### config.mk
export PLATFORM = sky130hd
export DESIGN_NAME = phase_timer
export DESIGN_NICKNAME = d
export VERILOG_FILES = /design/src/rtl/seq_player_checker_phase_timer.sv
export SDC_FILE = /design/constraint.sdc
export NUM_CORES = 1
export LEC_CHECK = 0
export CAP_MARGIN = 40
export CORE_UTILIZATION = 35
export DETAILED_ROUTE_END_ITERATION = 10
export GPL_TIMING_DRIVEN = 1
export PLACE_DENSITY_LB_ADDON = 0.25
export SLEW_MARGIN = 30
export SYNTH_ARGS = -nofsm -noshare
export SYNTH_HDL_FRONTEND = slang
export SYNTH_SLANG_ARGS = --single-unit
### constraint.sdc
create_clock -name clk_i -period 5 [get_ports clk_i]
set_input_delay 1.25 -clock clk_i [delete_from_list [all_inputs] [get_ports clk_i]]
set_output_delay 1.25 -clock clk_i [all_outputs]
set_load 0.02 [all_outputs]
### src/rtl/seq_player_checker_phase_timer.sv
// Loadable down-counter; expire_o pulses for one cycle when the loaded
// duration has elapsed (count reaches 1). A load wins over counting.
module phase_timer #(
    parameter int unsigned Width = 8
) (
    input  logic             clk_i,
    input  logic             reset_i,
    input  logic             load_i,
    input  logic [Width-1:0] value_i,
    output logic             expire_o
);

    logic [Width-1:0] cnt_q;

    // Count down to zero and park there until reloaded.
    always_ff @(posedge clk_i) begin
        if (reset_i) begin
            cnt_q <= '0;
        end else if (load_i) begin
            cnt_q <= value_i;
        end else if (cnt_q != '0) begin
            cnt_q <= cnt_q - Width'(1);
        end
    end

    assign expire_o = (cnt_q == Width'(1));

endmodule

[Word level (Yosys, flattened, before mapping)]
Index checks and enable logic that the tools add are counted.
Storage, ports and cells
  bits in registers: 8
  bits in latches: 0
  memory bits (writable): 0
  memory bits (read-only): 0
  input bits: 11
  word-level logic and storage cells: 7
  memories kept: 0
Cells by class
  $add $sub $neg: 1
  $mul: 0
  div/mod/pow operators: 0
  magnitude comparators: 0
  equal/unequal tests: 1
  shift-type cells: 0
  mux-type cells: 2
  bitwise logic cells: 0
  reductions and logical operators: 2
Operators by type and width (number)
  two-way mux 8 bit: 2
  equality test 8 x 1 -> 1 bit (second input constant): 1
  nonzero test 8 bit: 1
  subtractor 8 x 1 -> 8 bit (second input constant): 1
  nonzero test 2 bit: 1

[Depth between registers and ports, before layout]
  word-level depth: 3
  gate-level depth with buffers: 7
  depth with buffers taken out: 6

[Worst setup path before layout]
Ideal clock, no wire load.
  kind: reg-to-output
  start point: register cnt_q[4]
  end point: output expire_o
  data arrival time: 1672 ps
  data required time: 3750 ps
  path slack: 2078 ps
  cell stages (with the launch flop): 3
  path buffers: 0
  path through: dfxtp_1 -> or4_4 -> nor4b_1
Between the ends
  word-level cells in the longest chain between the ends: 1
RTL lines
  start, declared: line 13  | logic [Width-1:0] cnt_q;
  start signal, assigned: line 20  | cnt_q <= value_i;
  start signal, assigned: line 22  | cnt_q <= cnt_q - Width'(1);
  equality test 8 x 1 -> 1 bit: line 26  | assign expire_o = (cnt_q == Width'(1));
  end, declared: line 10  | output logic expire_o
Every way passes these cells.

[Worst setup path after layout]
Same ends and word-level chain as after synthesis.

==> impl_results.md <==
* Largest net degree at the start of global routing at 10
* FF/Latch Area at 160 um2
* Most common cell in the netlist: dfxtp_1
* Core footprint at 1320 um2
* Worst Path Max Fanout at 4
* Beginning of the critical path: cnt_q[4]$_SDFFE_PP0P_
* Met2 usage at 22.6%
* Worst slew pin tran at 0.337 ns
* Reg2reg end: cnt_q[2]$_SDFFE_PP0P_
* Drt pass-1 iters at 2
* Post-synth top area cell: dfxtp_1
* Post_cts resized at 0
* Most flops, register: cnt_q
* Element type at the critical path end: output port
* # IOs at 12
* Congestion Overflow GR at 0
* Status: finished, final reports clean
* Relative slew slack at 77.2%
* R2R setup slack at 3.22 ns
* Synth top area cells: dfxtp_1, a211oi_2, xnor2_1
* Max reg flops at 8
* Post-synthesis cell count at 53
* DP HPWL at 637 um
* Post-synth top cells: dfxtp_1, nor2_1, xnor2_1, a211oi_2
* Met3 usage at 5.00%
* Post-synthesis cell type count at 25
* Setup ws final at 1.54 ns
* Mapped Avg Cell Area at 9.58 um2
* ANT cells at 0
* Clk_skew at 0.00240 ns
* Drt total wl at 882 um
* Initial antenna violation count at 0
* Root Buffer: clkbuf_4
* Global placer's final weighted congestion at 0.746
* Synth Cell Area at 508 um2
* DR DRC count at 0
* Worst Setup Start Kind: flop
* Synth warn at 0
* PortBufs at 11
* Reg-to-Reg Start: cnt_q[4]$_SDFFE_PP0P_
* Via density per instance at 4.73
* Rows at 13
* Setup WS pre-CTS at 1.85 ns
* Top Registers: cnt_q (8)
* Setup_tns at 0 ns
* GRT Max-Usage Layer: met2
* Ys async rst share at 0%
* Sink Count at 8
* Critical Path RT at 3.75 ns
* Avg WL per Cell at 11.0 um
* Post-synth EDFFs at 0
* Max stage delay on crit path at 0.67 ns
* Area grow syn2layout at 26.8%
* Antenna violation net count after detailed routing at 0
* H-tree Lvls at 1
* Crit path cell chain: or4_4 > nor4b_1 > clkdlybuf4s50_1
* CTS tree: done
* Setup-failing EPs final at 0
* Vias in the first global route at 366
* Die width at 40.1 um
* Total number of vias at 378
* Seq/Total Area, Yosys at 31.5%
* Footprint of the multi-input gates at 318 um2
* Share of post-route cells with drive strength above 1 at 18.5%
* WS Path Type: flop to output port
* Period minus WS final at 3.46 ns
* Clock transition at the registers of the reported paths at 0.06 ns
* Slowest CP cell: clkdlybuf4s50_1
* Tightest Hold Check Type: flop to flop
* Post-CTS Hold Buffers at 0
* Max cap viols at 0
* Final Hold Vio Count at 0
* Num CTS Buffers at 3
* Synth Net Count at 67
* Initial Utilization at 38.6%
* First-pass GRT wire length at 1550 um
* Clock latency on the worst-skew pair at 0.25 ns
* Clk buf depth at 2
* VDD IR max at 0.000126 V
* Pins Over Slew Limit at 0
* Tot GR Track Use at 15.1%
* R2R depth at 4
* M1 GR Usage at 19.0%
* Seq cells post-synth at 8
* Chip height at 40.1 um
* Fmax at 289 MHz
* CP Capture Point: expire_o
* 1st-iter DRT viols at 2
* Core Util, Final at 48.9%
* Filler Cells Inserted at 126
* Post-CTS Setup Repair Bufs at 0
* Final worst path period share at 69.1%
* RSZ-0062 raised after global routing: no
* Nets at 81
* Die Area at 1610 um2
* Synth top area share at 31.5%
* Static leakage at 0.235 nW
* Pwr Density at 299 nW/um2
* Main synth FF type: dfxtp_1
* Worst Path Arrival at 2.21 ns
==> worst min path at each step <==
| stage | from | endpoint | slack, ns | cells after the start |
|---|---|---|---|---|
| after floorplan | cnt_q[1]$_SDFFE_PP0P_ | cnt_q[1]$_SDFFE_PP0P_ | 0.53 | 2 |
| after detailed placement | cnt_q[1]$_SDFFE_PP0P_ | cnt_q[1]$_SDFFE_PP0P_ | 0.57 | 2 |
| after CTS | cnt_q[1]$_SDFFE_PP0P_ | cnt_q[1]$_SDFFE_PP0P_ | 0.58 | 2 |
| after global routing | cnt_q[5]$_SDFFE_PP0P_ | cnt_q[5]$_SDFFE_PP0P_ | 0.62 | 2 |
| after global placement | cnt_q[1]$_SDFFE_PP0P_ | cnt_q[1]$_SDFFE_PP0P_ | 0.57 | 2 |
| final | cnt_q[1]$_SDFFE_PP0P_ | cnt_q[1]$_SDFFE_PP0P_ | 0.58 | 2 |
==> routing by layer <==
layer	up-vias	part of all wire (%)
met5	-	0
met4	0	0
met3	0	6.5
met2	11	44
met1	160	49
li1	207	-
==> layout by cell type, fill, tap and decap left out, types with 2 or more instances in the layout <==
| master | count |
|---|---|
| dfxtp_1 | 8 |
| nor2_1 | 7 |
| ha_1 | 3 |
| nor3b_1 | 2 |
| clkbuf_4 | 3 |
| inv_1 | 3 |
| a21oi_1 | 2 |
| a211oi_2 | 4 |
| mux2i_1 | 2 |
| nor2_2 | 2 |
| xnor2_1 | 5 |
| clkdlybuf4s50_1 | 11 |
==> power by group <==
part	internal (W)	leakage, nW	total [W]	switching, W
logic	0.0000332	0.154	0.0000613	0.0000281
registers	0.0000720	0.0666	0.0000817	0.00000972
clock network	0.0000275	0.0138	0.0000496	0.0000221
==> final cells by class <==
class	instances	area share, %
Multi-Input combinational cell	39	49.3
Clock buffer	3	3.50
Sequential cell	8	24.9
Timing Repair Buffer	11	17.1
Inverter	4	2.33
Tap cell	15	2.91
==> critical path: cells and delay by family (launching register included) <==
kind,cells,cell delay (ns)
simple gates,2,0.96
buf+inv,1,0.67
flops,1,0.33
==> per-stage QoR <==
step           instances  power, W  instance area, um2  hold slack (ns)
2_1_floorplan         53  0.000130                 508            0.527
3_3_place_gp          77  0.000144                 622            0.568
3_5_place_dp          77  0.000144                 622            0.573
4_1_cts               80  0.000196                 644            0.583
5_1_grt               80  0.000207                 644            0.623
6_report              80  0.000193                 644            0.579
==> logic make-up (layout without fill, tap and decap cells) <==
logic type / count (synthesis) / after routing / share of synthesized area, %
flops: 8 / 8 / 31.5
xor+xnor: 6 / 6 / 10.3
mux: 2 / 2 / 3.94
fa+ha+maj: 3 / 3 / 7.39
compound gates: 8 / 8 / 14.3
simple gates: 20 / 20 / 26.6
buf+inv: 6 / 18 / 5.91
Power figures use the tool's default switching activity.
